`config.mk`:
```
export PLATFORM = sky130hd
export DESIGN_NAME = alu_arbiter_flat
export DESIGN_NICKNAME = d
export VERILOG_FILES = /design/src/rtl/alu_arbiter_if.sv /design/src/rtl/alu_arbiter.sv /design/src/flat_wrapper.sv
export SDC_FILE = /design/constraint.sdc
export NUM_CORES = 1
export LEC_CHECK = 0
export CORE_MARGIN = 5
export CORE_UTILIZATION = 25
export CTS_BUF_LIST = sky130_fd_sc_hd__clkbuf_8
export CTS_CLUSTER_SIZE = 12
export DETAILED_ROUTE_END_ITERATION = 7
export DONT_BUFFER_PORTS = 1
export GPL_TIMING_DRIVEN = 0
export PLACE_DENSITY = 0.38
export SETUP_SLACK_MARGIN = 0.3
export SYNTH_ARGS = -nofsm -noshare
export SYNTH_HDL_FRONTEND = slang
export SYNTH_SLANG_ARGS = --single-unit
```
`constraint.sdc`:
```
create_clock -name i_clk -period 5.2 [get_ports i_clk]
set_input_delay 0.52 -clock i_clk [delete_from_list [all_inputs] [get_ports i_clk]]
set_output_delay 0.52 -clock i_clk [all_outputs]
set_load 0.005 [all_outputs]
```
`src/rtl/alu_arbiter_if.sv`:
```
// Request/response and ALU-side bundle for alu_arbiter.
// The slave modport is the arbiter's view; master is the requesters/ALU side.
interface alu_arbiter_if #(
    parameter int DATA_W = 32,
    parameter int OP_W   = 4,
    parameter int CNT_W  = 16
);
    logic              i_req0_valid;
    logic              o_req0_ready;
    logic [OP_W-1:0]   i_req0_op;
    logic [DATA_W-1:0] i_req0_a;
    logic [DATA_W-1:0] i_req0_b;
    logic              o_rsp0_valid;
    logic              i_rsp0_ready;
    logic [DATA_W-1:0] o_rsp0_data;
    logic              o_rsp0_zero;
    logic              o_rsp0_err;
    logic [CNT_W-1:0]  o_gnt0_cnt;

    logic              i_req1_valid;
    logic              o_req1_ready;
    logic [OP_W-1:0]   i_req1_op;
    logic [DATA_W-1:0] i_req1_a;
    logic [DATA_W-1:0] i_req1_b;
    logic              o_rsp1_valid;
    logic              i_rsp1_ready;
    logic [DATA_W-1:0] o_rsp1_data;
    logic              o_rsp1_zero;
    logic              o_rsp1_err;
    logic [CNT_W-1:0]  o_gnt1_cnt;

    logic [DATA_W-1:0] o_alu_operand_a;
    logic [DATA_W-1:0] o_alu_operand_b;
    logic [OP_W-1:0]   o_alu_op;
    logic [DATA_W-1:0] i_alu_data;
    logic              i_alu_zero;

    modport slave (
        input  i_req0_valid, i_req0_op, i_req0_a, i_req0_b, i_rsp0_ready,
        input  i_req1_valid, i_req1_op, i_req1_a, i_req1_b, i_rsp1_ready,
        input  i_alu_data, i_alu_zero,
        output o_req0_ready, o_rsp0_valid, o_rsp0_data, o_rsp0_zero, o_rsp0_err, o_gnt0_cnt,
        output o_req1_ready, o_rsp1_valid, o_rsp1_data, o_rsp1_zero, o_rsp1_err, o_gnt1_cnt,
        output o_alu_operand_a, o_alu_operand_b, o_alu_op
    );

    modport master (
        output i_req0_valid, i_req0_op, i_req0_a, i_req0_b, i_rsp0_ready,
        output i_req1_valid, i_req1_op, i_req1_a, i_req1_b, i_rsp1_ready,
        output i_alu_data, i_alu_zero,
        input  o_req0_ready, o_rsp0_valid, o_rsp0_data, o_rsp0_zero, o_rsp0_err, o_gnt0_cnt,
        input  o_req1_ready, o_rsp1_valid, o_rsp1_data, o_rsp1_zero, o_rsp1_err, o_gnt1_cnt,
        input  o_alu_operand_a, o_alu_operand_b, o_alu_op
    );
endinterface

```
`src/rtl/alu_arbiter.sv`:
```
// Two-requester round-robin arbiter in front of a shared single-cycle ALU.
// Each requester owns a one-entry response slot loaded one cycle after its
// grant; illegal opcodes still consume a grant but return err=1 and data=0.
module alu_arbiter #(
    parameter int          DATA_W  = 32,
    parameter int          OP_W    = 4,
    parameter int unsigned NUM_OPS = 10,
    parameter int          CNT_W   = 16
) (
    input logic         i_clk,
    input logic         i_rst,
    alu_arbiter_if.slave bus
);

    logic              r_last;
    logic              r_rsp0_valid;
    logic [DATA_W-1:0] r_rsp0_data;
    logic              r_rsp0_zero;
    logic              r_rsp0_err;
    logic              r_rsp1_valid;
    logic [DATA_W-1:0] r_rsp1_data;
    logic              r_rsp1_zero;
    logic              r_rsp1_err;
    logic [CNT_W-1:0]  r_gnt0_cnt;
    logic [CNT_W-1:0]  r_gnt1_cnt;

    logic              w_elig0;
    logic              w_elig1;
    logic              w_gnt0;
    logic              w_gnt1;
    logic [OP_W-1:0]   w_sel_op;
    logic [DATA_W-1:0] w_sel_a;
    logic [DATA_W-1:0] w_sel_b;
    logic              w_sel_legal;

    // Saturating increment: the counter sticks at all-ones instead of wrapping.
    function automatic logic [CNT_W-1:0] sat_inc(input logic [CNT_W-1:0] c);
        return (&c) ? c : c + 1'b1;
    endfunction

    // A full slot only blocks a requester if it is not being popped this cycle.
    assign w_elig0 = bus.i_req0_valid && (!r_rsp0_valid || bus.i_rsp0_ready);
    assign w_elig1 = bus.i_req1_valid && (!r_rsp1_valid || bus.i_rsp1_ready);

    // r_last names the requester granted most recently; the other wins a tie.
    assign w_gnt0 = !i_rst && w_elig0 && (!w_elig1 || r_last);
    assign w_gnt1 = !i_rst && w_elig1 && (!w_elig0 || !r_last);

    // Select the winning request's payload (req0 is a don't-care default).
    always_comb begin
        w_sel_op = bus.i_req0_op;
        w_sel_a  = bus.i_req0_a;
        w_sel_b  = bus.i_req0_b;
        if (w_gnt1) begin
            w_sel_op = bus.i_req1_op;
            w_sel_a  = bus.i_req1_a;
            w_sel_b  = bus.i_req1_b;
        end
    end

    assign w_sel_legal = (32'(w_sel_op) < NUM_OPS);

    // Drive the ALU only for a legal granted op; otherwise hold it at add 0,0.
    always_comb begin
        bus.o_alu_op        = '0;
        bus.o_alu_operand_a = '0;
        bus.o_alu_operand_b = '0;
        if ((w_gnt0 || w_gnt1) && w_sel_legal) begin
            bus.o_alu_op        = w_sel_op;
            bus.o_alu_operand_a = w_sel_a;
            bus.o_alu_operand_b = w_sel_b;
        end
    end

    // Requester 0 response slot: load on grant, clear on pop without reload.
    always_ff @(posedge i_clk) begin
        if (i_rst) begin
            r_rsp0_valid <= 1'b0;
            r_rsp0_data  <= '0;
            r_rsp0_zero  <= 1'b0;
            r_rsp0_err   <= 1'b0;
        end else if (w_gnt0) begin
            r_rsp0_valid <= 1'b1;
            r_rsp0_data  <= w_sel_legal ? bus.i_alu_data : '0;
            r_rsp0_zero  <= w_sel_legal && bus.i_alu_zero;
            r_rsp0_err   <= !w_sel_legal;
        end else if (bus.i_rsp0_ready) begin
            r_rsp0_valid <= 1'b0;
        end
    end

    // Requester 1 response slot: load on grant, clear on pop without reload.
    always_ff @(posedge i_clk) begin
        if (i_rst) begin
            r_rsp1_valid <= 1'b0;
            r_rsp1_data  <= '0;
            r_rsp1_zero  <= 1'b0;
            r_rsp1_err   <= 1'b0;
        end else if (w_gnt1) begin
            r_rsp1_valid <= 1'b1;
            r_rsp1_data  <= w_sel_legal ? bus.i_alu_data : '0;
            r_rsp1_zero  <= w_sel_legal && bus.i_alu_zero;
            r_rsp1_err   <= !w_sel_legal;
        end else if (bus.i_rsp1_ready) begin
            r_rsp1_valid <= 1'b0;
        end
    end

    // Round-robin pointer and saturating grant counters; both move only on a grant.
    always_ff @(posedge i_clk) begin
        if (i_rst) begin
            r_last     <= 1'b1;
            r_gnt0_cnt <= '0;
            r_gnt1_cnt <= '0;
        end else begin
            if (w_gnt0) begin
                r_last     <= 1'b0;
                r_gnt0_cnt <= sat_inc(r_gnt0_cnt);
            end
            if (w_gnt1) begin
                r_last     <= 1'b1;
                r_gnt1_cnt <= sat_inc(r_gnt1_cnt);
            end
        end
    end

    assign bus.o_req0_ready = w_gnt0;
    assign bus.o_req1_ready = w_gnt1;
    assign bus.o_rsp0_valid = r_rsp0_valid;
    assign bus.o_rsp0_data  = r_rsp0_data;
    assign bus.o_rsp0_zero  = r_rsp0_zero;
    assign bus.o_rsp0_err   = r_rsp0_err;
    assign bus.o_rsp1_valid = r_rsp1_valid;
    assign bus.o_rsp1_data  = r_rsp1_data;
    assign bus.o_rsp1_zero  = r_rsp1_zero;
    assign bus.o_rsp1_err   = r_rsp1_err;
    assign bus.o_gnt0_cnt   = r_gnt0_cnt;
    assign bus.o_gnt1_cnt   = r_gnt1_cnt;

endmodule

```
`src/flat_wrapper.sv`:
```
// flat-port wrapper written by rule: the top's interface ports become plain ports
module alu_arbiter_flat 
#(
    parameter int          DATA_W  = 32,
    parameter int          OP_W    = 4,
    parameter int unsigned NUM_OPS = 10,
    parameter int          CNT_W   = 16
)
  (i_clk, i_rst, bus_i_req0_valid, bus_i_req0_op, bus_i_req0_a, bus_i_req0_b, bus_i_rsp0_ready, bus_i_req1_valid, bus_i_req1_op, bus_i_req1_a, bus_i_req1_b, bus_i_rsp1_ready, bus_i_alu_data, bus_i_alu_zero, bus_o_req0_ready, bus_o_rsp0_valid, bus_o_rsp0_data, bus_o_rsp0_zero, bus_o_rsp0_err, bus_o_gnt0_cnt, bus_o_req1_ready, bus_o_rsp1_valid, bus_o_rsp1_data, bus_o_rsp1_zero, bus_o_rsp1_err, bus_o_gnt1_cnt, bus_o_alu_operand_a, bus_o_alu_operand_b, bus_o_alu_op);
  alu_arbiter_if #(.DATA_W(DATA_W), .OP_W(OP_W), .CNT_W(CNT_W)) bus_i ();
  input logic i_clk;
  input logic i_rst;
  input wire logic [$bits(bus_i.i_req0_valid)-1:0] bus_i_req0_valid;
  input wire logic [$bits(bus_i.i_req0_op)-1:0] bus_i_req0_op;
  input wire logic [$bits(bus_i.i_req0_a)-1:0] bus_i_req0_a;
  input wire logic [$bits(bus_i.i_req0_b)-1:0] bus_i_req0_b;
  input wire logic [$bits(bus_i.i_rsp0_ready)-1:0] bus_i_rsp0_ready;
  input wire logic [$bits(bus_i.i_req1_valid)-1:0] bus_i_req1_valid;
  input wire logic [$bits(bus_i.i_req1_op)-1:0] bus_i_req1_op;
  input wire logic [$bits(bus_i.i_req1_a)-1:0] bus_i_req1_a;
  input wire logic [$bits(bus_i.i_req1_b)-1:0] bus_i_req1_b;
  input wire logic [$bits(bus_i.i_rsp1_ready)-1:0] bus_i_rsp1_ready;
  input wire logic [$bits(bus_i.i_alu_data)-1:0] bus_i_alu_data;
  input wire logic [$bits(bus_i.i_alu_zero)-1:0] bus_i_alu_zero;
  output wire logic [$bits(bus_i.o_req0_ready)-1:0] bus_o_req0_ready;
  output wire logic [$bits(bus_i.o_rsp0_valid)-1:0] bus_o_rsp0_valid;
  output wire logic [$bits(bus_i.o_rsp0_data)-1:0] bus_o_rsp0_data;
  output wire logic [$bits(bus_i.o_rsp0_zero)-1:0] bus_o_rsp0_zero;
  output wire logic [$bits(bus_i.o_rsp0_err)-1:0] bus_o_rsp0_err;
  output wire logic [$bits(bus_i.o_gnt0_cnt)-1:0] bus_o_gnt0_cnt;
  output wire logic [$bits(bus_i.o_req1_ready)-1:0] bus_o_req1_ready;
  output wire logic [$bits(bus_i.o_rsp1_valid)-1:0] bus_o_rsp1_valid;
  output wire logic [$bits(bus_i.o_rsp1_data)-1:0] bus_o_rsp1_data;
  output wire logic [$bits(bus_i.o_rsp1_zero)-1:0] bus_o_rsp1_zero;
  output wire logic [$bits(bus_i.o_rsp1_err)-1:0] bus_o_rsp1_err;
  output wire logic [$bits(bus_i.o_gnt1_cnt)-1:0] bus_o_gnt1_cnt;
  output wire logic [$bits(bus_i.o_alu_operand_a)-1:0] bus_o_alu_operand_a;
  output wire logic [$bits(bus_i.o_alu_operand_b)-1:0] bus_o_alu_operand_b;
  output wire logic [$bits(bus_i.o_alu_op)-1:0] bus_o_alu_op;
  assign bus_i.i_req0_valid = bus_i_req0_valid;
  assign bus_i.i_req0_op = bus_i_req0_op;
  assign bus_i.i_req0_a = bus_i_req0_a;
  assign bus_i.i_req0_b = bus_i_req0_b;
  assign bus_i.i_rsp0_ready = bus_i_rsp0_ready;
  assign bus_i.i_req1_valid = bus_i_req1_valid;
  assign bus_i.i_req1_op = bus_i_req1_op;
  assign bus_i.i_req1_a = bus_i_req1_a;
  assign bus_i.i_req1_b = bus_i_req1_b;
  assign bus_i.i_rsp1_ready = bus_i_rsp1_ready;
  assign bus_i.i_alu_data = bus_i_alu_data;
  assign bus_i.i_alu_zero = bus_i_alu_zero;
  assign bus_o_req0_ready = bus_i.o_req0_ready;
  assign bus_o_rsp0_valid = bus_i.o_rsp0_valid;
  assign bus_o_rsp0_data = bus_i.o_rsp0_data;
  assign bus_o_rsp0_zero = bus_i.o_rsp0_zero;
  assign bus_o_rsp0_err = bus_i.o_rsp0_err;
  assign bus_o_gnt0_cnt = bus_i.o_gnt0_cnt;
  assign bus_o_req1_ready = bus_i.o_req1_ready;
  assign bus_o_rsp1_valid = bus_i.o_rsp1_valid;
  assign bus_o_rsp1_data = bus_i.o_rsp1_data;
  assign bus_o_rsp1_zero = bus_i.o_rsp1_zero;
  assign bus_o_rsp1_err = bus_i.o_rsp1_err;
  assign bus_o_gnt1_cnt = bus_i.o_gnt1_cnt;
  assign bus_o_alu_operand_a = bus_i.o_alu_operand_a;
  assign bus_o_alu_operand_b = bus_i.o_alu_operand_b;
  assign bus_o_alu_op = bus_i.o_alu_op;
  alu_arbiter #(.DATA_W(DATA_W), .OP_W(OP_W), .NUM_OPS(NUM_OPS), .CNT_W(CNT_W)) u_core (.i_clk(i_clk), .i_rst(i_rst), .bus(bus_i));
endmodule
```
Word-level counts from Yosys, hierarchy flattened. Cells that the tools add are included.

Register bits: 103. Bits of input ports: 175. Output and inout bits: 172. Word-level logic and storage cells: 54.

Add/sub/neg operators: 2. $lt $le $gt $ge: 1. Multiplexer cells: 11. Bitwise logic cells: 2. Reductions and logical operators: 27.

Operators by type and width (count): $mux 32 (5); $add 16x1->16 const B (2); $reduce_and 16->1 (2); $logic_and 1x1->1 (8); $mux 4 (2); $logic_not 1->1 (7); $logic_or 1x1->1 (5); $lt 4x4->1 const B (1); $mux 1 (4); $reduce_and 2->1 (2); $reduce_bool 2->1 (2); $not 1->1 (2); $reduce_or 2->1 (1).

Longest topological paths before layout. Gate-level depths: netlist of the first run.

Depth in word-level cells: 10. Mapped depth: 9. Mapped depth without buffers: 6.

Worst setup path after synthesis of the first run. OpenSTA, ideal clock, no wires.

Kind: input to output. Start: in bus_i_rsp0_ready. End: out bus_o_alu_operand_b[10]. Arrival: 1793 ps. Data required time: 4680 ps. Path slack: 2887 ps. Cell stages on the path: 9. Path buffers: 3. Cells stage by stage: nor2b_1 -> o211ai_2 -> nand2b_1 -> buf_2 -> inv_2 -> buf_2 -> buf_2 -> nand2_1 -> a21oi_1.

Cells in the longest elaborated chain, start to end: 9. Elaborated cells between the ends (all ways): 13. Classes of those cells: 1 x order compare; 3 x mux; 9 x reduce/logical.

Ends and longest elaborated chain: start: declaration (line flat_wrapper.sv:17) `input wire logic [$bits(bus_i.i_rsp0_ready)-1:0] bus_i_rsp0_ready;`; $logic_or 1x1->1 * (line alu_arbiter.sv:42) `assign w_elig0 = bus.i_req0_valid && (!r_rsp0_valid || bus.i_rsp0_ready);`; $logic_and 1x1->1 * (line alu_arbiter.sv:42); $logic_not 1->1 (line alu_arbiter.sv:47) `assign w_gnt1 = !i_rst && w_elig1 && (!w_elig0 || !r_last);`; $logic_or 1x1->1 (line alu_arbiter.sv:47); $logic_and 1x1->1 (line alu_arbiter.sv:47); $mux 4 (line alu_arbiter.sv:54) `if (w_gnt1) begin`; $lt 4x4->1 (line alu_arbiter.sv:61) `assign w_sel_legal = (32'(w_sel_op) < NUM_OPS);`; $logic_and 1x1->1 (line alu_arbiter.sv:68) `if ((w_gnt0 || w_gnt1) && w_sel_legal) begin`; $mux 32 * (line alu_arbiter.sv:68); end: declaration (line flat_wrapper.sv:38) `output wire logic [$bits(bus_i.o_alu_operand_b)-1:0] bus_o_alu_operand_b;`.

Mark *: on every way between the ends. The rest lies on a longest branch, timed or not.

Worst setup path in the final report of the first run.
Start: in i_rst. End: out bus_o_alu_op[3].

Cells in the longest elaborated chain, start to end: 7. Elaborated cells between the ends (all ways): 10. Classes of those cells: 1 x order compare; 2 x mux; 7 x reduce/logical.

Ends and longest elaborated chain: start: declaration (line flat_wrapper.sv:12) `input logic i_rst;`; $logic_not 1->1 * (line alu_arbiter.sv:46, alu_arbiter.sv:47); $logic_and 1x1->1 (2 in series) (line alu_arbiter.sv:47); $mux 4 (line alu_arbiter.sv:54); $lt 4x4->1 (line alu_arbiter.sv:61); $logic_and 1x1->1 (line alu_arbiter.sv:68); $mux 4 * (line alu_arbiter.sv:68); end: declaration (line flat_wrapper.sv:39) `output wire logic [$bits(bus_i.o_alu_op)-1:0] bus_o_alu_op;`.

Marked as above.

==> impl_metrics.csv, run 1 <==
group,metric,value,unit
logic_synthesis,syn_area,4930,um2
timing,setup_viol,0,
floorplan,die_area,22600,um2
timing,slew_headroom,49.1,%
placement,io_buffers,0,
setup_path,cp-start-kind,"input port",
global_route,grt_pass1_vias,4843,
logic_synthesis,ys.flop_type,"dfxtp_1",
floorplan,die_x,150,um
run,max_cap_viol_count,0,
cts,cts-root-buf,"clkbuf_8",
drt,wirelength,21900,um
finish,mostFrequentLayoutCell,"nand2_1",
drt,drc,0,
setup_path,r2r_slack,2850,ps
hold_path,hp-start,"bus_i_alu_data[7]",
floorplan,chipHeight,150,um
global_route,grt_max_degree,17,
timing,finClkSkew,19.1,ps
timing,worst_pin_slew,756,ps
logic_synthesis,syn_inst,640,
drt,dr.first_iter.drc_count,154,
drt,drtPass1Iterations,4,
floorplan,core,19500,um2
logic_synthesis,synth-seq-cells,103,
setup_path,cp.buffers_inverters,4,
setup_path,path_cells,"clkbuf_1 -> clkbuf_1 -> clkbuf_1 -> buf_1 -> nor2_1",
global_route,grt_pass1_wl,31000,um
pwr,vdd.ir_drop.worst,0.000148,V
cts,cts_num_sinks,103,
setup_path,r2r-start,"u_core.bus.o_rsp0_valid",
timing,slew_viol_final,0,
cts,cts_tree,"built",
finish,final_nets,828,
pwr,p_leak,1.96,nW
run_status,status,"finished clean",
timing,fin_crit_sh,63.2,%
logic_synthesis,synth_edf_count,0,
setup_path,cp.arrival,2770,ps
global_route,antenna_found_initial,1,
drt,vias_per_cell,5.16,
floorplan,num_io_pins,347,
timing,fmax,0.304,GHz
drt,vias,4752,
cts,clk_pin_slew,100,ps
finish,utilization,28.1,%
setup_path,cp_slowest_stage_delay,580,ps
logic_synthesis,synth.distinct_cells,53,
logic_synthesis,ys_warn_count,0,
setup_path,cpMostUsedCell,"clkbuf_1",
logic_synthesis,avgSynthCellArea,7.71,um2
setup_path,path_delay_family,"buffers and inverters",
hold_path,worstHoldPathCells,1,
cts,cts_buffer_depth,2,
drt,postRouteAntennaNets,0,
cts,post_cts_buffers,0,
setup_path,rr_worst_depth,6,
setup_path,worstPathRequired,4680,ps
placement,place.gp.congestion,0.850,
finish,layout_common_cells,"nand2_1 (147), dfxtp_1 (103), a21oi_1 (82)",
floorplan,rows,51,
timing,fin_tns_setup,0,ps
floorplan,start_util,25.4,%
timing,rsz0062_at_grt,"false",
logic_synthesis,syn_nets,817,
hold_path,holdPathEnd,"u_core.bus.o_rsp0_data[7]",
timing,hold_viol,0,
cts,cts_buffers,9,
timing,period_minus_slack,3290,ps
finish,drive_gt1_share,5.50,%
global_route,grt_use_total,18.2,%
setup_path,slowest_stage,"buf_1",
cts,cts_hold_buf,0,
logic_synthesis,synth_seq_area_share,41.8,%
cts,cts_resized,0,
pwr,finalPower,1.58,mW
cts,h-tree-depth,3,
setup_path,critical_path.endpoint_type,"output pin",
pwr,powerDensity,289,nW/um2
hold_path,hold_class,"in2reg",
setup_path,worstPathMaxFanout,10,
placement,place_hpwl,18200,um
drt,routedWlPerCell,23.8,um
cts,clk_latency,380,ps
global_route,grt_overflow,0,
finish,areaGrowthSynthToFinish,10.7,%
logic_synthesis,async_flop_share,0,%
setup_path,r2r_end,"u_core.bus.o_rsp1_data[8]",
setup_path,path_class,"in2out",
[per-layer routing]
metal / vias up / share of wire [%] / global-route usage, %
met3: 21 / 10 / 6.62
met2: 239 / 52 / 33.1
li1: 2271 / - / -
met1: 2221 / 36 / 19.3
met5: - / 0 / 0
met4: 0 / 2.1 / 6.40
[cells by family after synthesis]
group	count (synthesis)	synth area share, %
AOI/OAI and AO/OA	176	23.8
muxes	6	1.29
adders and majority gates	2	0.507
xor gates and xnor gates	14	2.48
buffers and inverters	57	4.59
and+or+nand+nor	282	25.5
DFF	103	41.8
[worst max-delay path by stage]
stage / startpoint / endpoint / slack (ps) / cells past startpoint
4_1_cts: i_rst / bus_o_alu_op[3] / 1760 / 5
5_1_grt: i_rst / bus_o_alu_op[3] / 1680 / 5
3_5_place_dp: i_rst / bus_o_alu_op[3] / 1780 / 5
6_report: i_rst / bus_o_alu_op[3] / 1910 / 5
2_1_floorplan: bus_i_rsp0_ready / bus_o_alu_operand_b[10] / 2890 / 9
3_3_place_gp: i_rst / bus_o_alu_op[3] / 1790 / 5
[worst reg2reg max path: stages, from the launching register on]
cell,delay [ps]
dfxtp_1,400
nor2b_1,350
o211ai_2,240
a21oi_1,570
clkbuf_1,480
a22oi_1,140
nor2_1,110
[synth_stat cells (5+ instances only)]
library cell | count | area share (%)
nor3_1 | 9 | 0.91
clkbuf_1 | 33 | 2.5
nor2_1 | 63 | 4.8
nand4_1 | 7 | 0.89
inv_1 | 6 | 0.46
a22o_1 | 31 | 5.5
a21oi_1 | 82 | 8.3
and3_1 | 7 | 0.89
buf_1 | 7 | 0.53
a22oi_1 | 33 | 5.0
nor2b_1 | 5 | 0.63
dfxtp_1 | 103 | 42
o21ai_0 | 6 | 0.61
xnor2_1 | 14 | 2.5
nand3_1 | 13 | 1.3
buf_2 | 10 | 1.0
nand2_1 | 147 | 11
nor4_1 | 10 | 1.3
[per-stage QoR]
| step | std cells | area (um2) | setup slack, ps | hold WS, ps |
|---|---|---|---|---|
| after floorplan | 640 | 4930 | 2890 | 448 |
| after global placement | 905 | 5270 | 1790 | 485 |
| after detailed placement | 905 | 5270 | 1780 | 488 |
| after CTS | 920 | 5460 | 1760 | 237 |
| after global routing | 921 | 5460 | 1680 | 239 |
| final | 921 | 5460 | 1910 | 270 |
[layout make-up]
type / count / area (um2)
plain buffers: 50 / 200
well taps: 265 / 332
flip-flops and latches: 103 / 2060
clock inverters: 5 / 56.3
clock buffers: 10 / 138
inverters: 7 / 26.3
fillers: 2130 / 14000
diodes: 1 / 2.50
multi-input cells: 480 / 2650
[power breakdown]
part / switching (mW) / leakage (nW) / internal (mW)
logic: 0.146 / 1.02 / 0.0647
clock network: 0.281 / 0.104 / 0.234
registers: 0.0311 / 0.838 / 0.820
total: 0.458 / 1.96 / 1.12
[registers in the layout, summed over array words and instances (netlist names)]
| signal | cells |
|---|---|
| u_core.bus.o_rsp0_zero | 1 |
| u_core.bus.o_rsp0_data | 32 |
| u_core.bus.o_rsp1_valid | 1 |
| u_core.bus.o_rsp1_err | 1 |
| u_core.bus.o_rsp1_zero | 1 |
| u_core.bus.o_rsp1_data | 32 |
| u_core.bus.o_gnt0_cnt | 16 |
| u_core.bus.o_gnt1_cnt | 16 |
| u_core.bus.o_rsp0_err | 1 |
| u_core.bus.o_rsp0_valid | 1 |
| u_core.r_last | 1 |
No activity file was read; power rests on OpenSTA's default activity.
==> run 2: changes to the inputs <==
Settings changed: ABC_AREA from default to 1, PLACE_DENSITY 0.38 to 0.4.
Clock period 5.2 ns to 2.6 ns, I/O delays scaled along.
==> impl_metrics.csv, run 2 <==
group,metric,value,unit
finish,final-seq-area,2070,um2
floorplan,start_util,25.4,%
setup_path,cp_slowest_stage_delay,370,ps
pwr,p_clk_share,31.5,%
timing,period_minus_slack,2300,ps
timing,setup_viol,0,
placement,place.gp.congestion,0.795,
logic_synthesis,synthTopCellsByCount,"nand2_1 (251), dfxtp_1 (103), a21oi_1 (101)",
logic_synthesis,ys_warn_count,0,
run,max_cap_viol_count,0,
pwr,power_frac_seq,49.4,%
placement,place_area,5660,um2
run_status,status,"finished clean",
global_route,grt_max_degree,23,
pwr,switching_share,34.9,%
logic_synthesis,syn_area,5320,um2
cts,cts_num_sinks,103,
setup_path,path_cells,"nand2_4 -> nand2_2 -> nor2_4 -> nand3b_1 -> nand2_2 -> nand2_4 -> nand2_4 -> nand2_4 -> buf_8 -> buf_12 -> a21oi_4",
finish,multi_input_area,3090,um2
timing,worst_pin_slew,655,ps
placement,place_hpwl,17500,um
cts,cts_tree,"built",
logic_synthesis,synth.distinct_cells,31,
drt,vias,5430,
finish,nFillCells,2287,
finish,drive_gt1_share,16.8,%
logic_synthesis,avgSynthCellArea,6.85,um2
drt,drtPass1Iterations,4,
logic_synthesis,synth_seq_area_share,38.8,%
timing,fmax,0.436,GHz
logic_synthesis,ys.flop_type,"dfxtp_1",
pwr,powerDensity,539,nW/um2
pwr,p_switching,1.23,mW
cts,h-tree-depth,3,
global_route,grt_use_total,17.0,%
logic_synthesis,synth_edf_count,0,
logic_synthesis,syn_nets,953,
logic_synthesis,netlist.area_leader.share,38.8,%
logic_synthesis,yosys-top-cells-area,"dfxtp_1 (39%), nand2_1 (18%), a21oi_1 (9.5%)",
timing,rsz0062_at_grt,"true",
setup_path,critical_path.endpoint_type,"output pin",
cts,cts-root-buf,"clkbuf_8",
setup_path,cp.arrival,2040,ps
drt,routedWlPerCell,20.4,um
timing,slew_viol_final,0,
finish,final_nets,997,
setup_path,path_class,"reg2out",
pwr,finalPower,3.51,mW
hold_path,hold_class,"in2reg",
finish,utilization,31.1,%
pwr,p_comb_share,19.1,%
logic_synthesis,syn_inst,776,
drt,postRouteAntennaNets,0,
finish,mostFrequentLayoutCell,"nand2_1",
global_route,grt_pass1_wl,32200,um
finish,final_cell_area,6520,um2
timing,finClkSkew,29.7,ps
timing,fin_crit_sh,88.3,%
setup_path,cpMostUsedCell,"nand2_4",
drt,wirelength,22500,um
finish,antenna_cells,0,
finish,areaGrowthSynthToFinish,22.6,%
logic_synthesis,async_flop_share,0,%
floorplan,core,21000,um2
global_route,antenna_found_initial,0,
floorplan,die_area,24300,um2
cts,clk_pin_slew,140,ps
logic_synthesis,yosysMostFrequentCell,"nand2_1",
timing,hold_viol,0,
timing,fin_tns_setup,0,ps
drt,vias_per_cell,4.94,
drt,dr.first_iter.drc_count,322,
cts,cts_buffer_depth,2,
setup_path,worstPathRequired,2340,ps
pwr,p_leak,2.42,nW
timing,finalHoldWorstSlack,18.5,ps
cts,clk_latency,420,ps
floorplan,chipHeight,156,um
global_route,grt_pass1_vias,5195,
logic_synthesis,yosysTopAreaCell,"dfxtp_1",
placement,io_buffers,0,
floorplan,num_io_pins,347,
pwr,vdd.ir_drop.worst,0.000259,V
setup_path,slowest_stage,"dfxtp_2",
floorplan,die_x,156,um
cts,cts_buffers,9,
timing,slew_headroom,56.4,%
finish,layout_common_cells,"nand2_1 (243), dfxtp_1 (101), a21oi_1 (78)",
setup_path,cp-start-kind,"flop",
pwr,internal_power,2.29,mW
global_route,grt_overflow,0,
drt,drc,0,
floorplan,rows,53,
setup_path,r2r_slack,590,ps
setup_path,worstPathMaxFanout,10,
logic_synthesis,synth-seq-cells,103,
-- run 2: changes by cell type after synthesis, moves of 10 or more --
cell / delta
nand3_1: +36
a22o_1: -31
a22oi_1: -33
nor4_1: -10
nand2_1: +104
o21ai_0: +69
inv_1: +21
a21oi_2: +30
a21oi_1: +19
nor2_1: -29
-- run 2: power by group through the flow --
stage	clock network, mW	registers (mW)	logic, mW
after floorplan	0	1.74	0.386
after global placement	0	1.78	0.548
after detailed placement	0	1.77	0.547
after CTS	1.15	1.74	0.644
after global routing	1.19	1.75	0.735
final	1.11	1.74	0.671
-- run 2: layout make-up --
type                            instances  area share [%]
Inverter                               31            1.86
Timing Repair Buffer                   33            5.11
Clock buffer                            9            1.90
Multi-Input combinational cell        590            47.5
Tap cell                              275            5.28
Clock inverter                          7            1.40
Buffer                                 52            5.26
Sequential cell                       103            31.7
-- run 2: cell families (layout without fill, tap and decap cells) --
| kind of cell | after synthesis | after routing | synth area share [%] |
|---|---|---|---|
| buffers and inverters | 83 | 132 | 7.13 |
| AO/OA/AOI/OAI | 209 | 209 | 22.0 |
| flip-flops | 103 | 103 | 38.8 |
| XOR/XNOR | 18 | 18 | 2.96 |
| AND/OR/NAND/NOR | 361 | 361 | 28.6 |
| adder cells (fa/ha/maj) | 2 | 2 | 0.471 |
-- run 2: worst paths after layout --
path	from	to	cells after the start
setup / recovery	u_core.bus.o_rsp1_valid	bus_o_alu_operand_a[25]	11
hold / removal	bus_i_alu_data[11]	u_core.bus.o_rsp1_data[11]	2
setup reg to reg	u_core.bus.o_gnt1_cnt[0]	u_core.bus.o_gnt1_cnt[6]	9
hold reg to reg	u_core.bus.o_rsp0_data[20]	u_core.bus.o_rsp0_data[20]	2
-- run 2: per-stage QoR --
stage	setup WS, ps	instances
floorplan	950	776
global placement	227	1051
detailed placement	214	1051
CTS	268	1099
global route	203	1100
finish	304	1100
-- run 2: layer usage --
metal | wire (um) | part of all wire, % | GRT usage, %
met2 | 10100 | 45 | 25.8
met1 | 9800 | 44 | 23.1
met4 | 257 | 1.1 | 3.38
met5 | 0 | 0 | 0
met3 | 2320 | 10 | 6.69
-- run 2: critical path, delay by kind of cell (launching register included) --
family / cells / cell delay [ps]
buffers and inverters: 2 / 300
and+or+nand+nor: 8 / 790
DFF: 1 / 370
AOI/OAI and AO/OA: 1 / 150
-- run 2: timing repair --
action | CTS | global route
setup endpoints to repair | 69 | 68
pin swaps | 6 | 1
hold endpoints to repair | 34 | 0
setup buffers | 7 | 1
cloned | 1 | 0
gates resized for setup | 53 | 30
hold buffers | 24 | 0
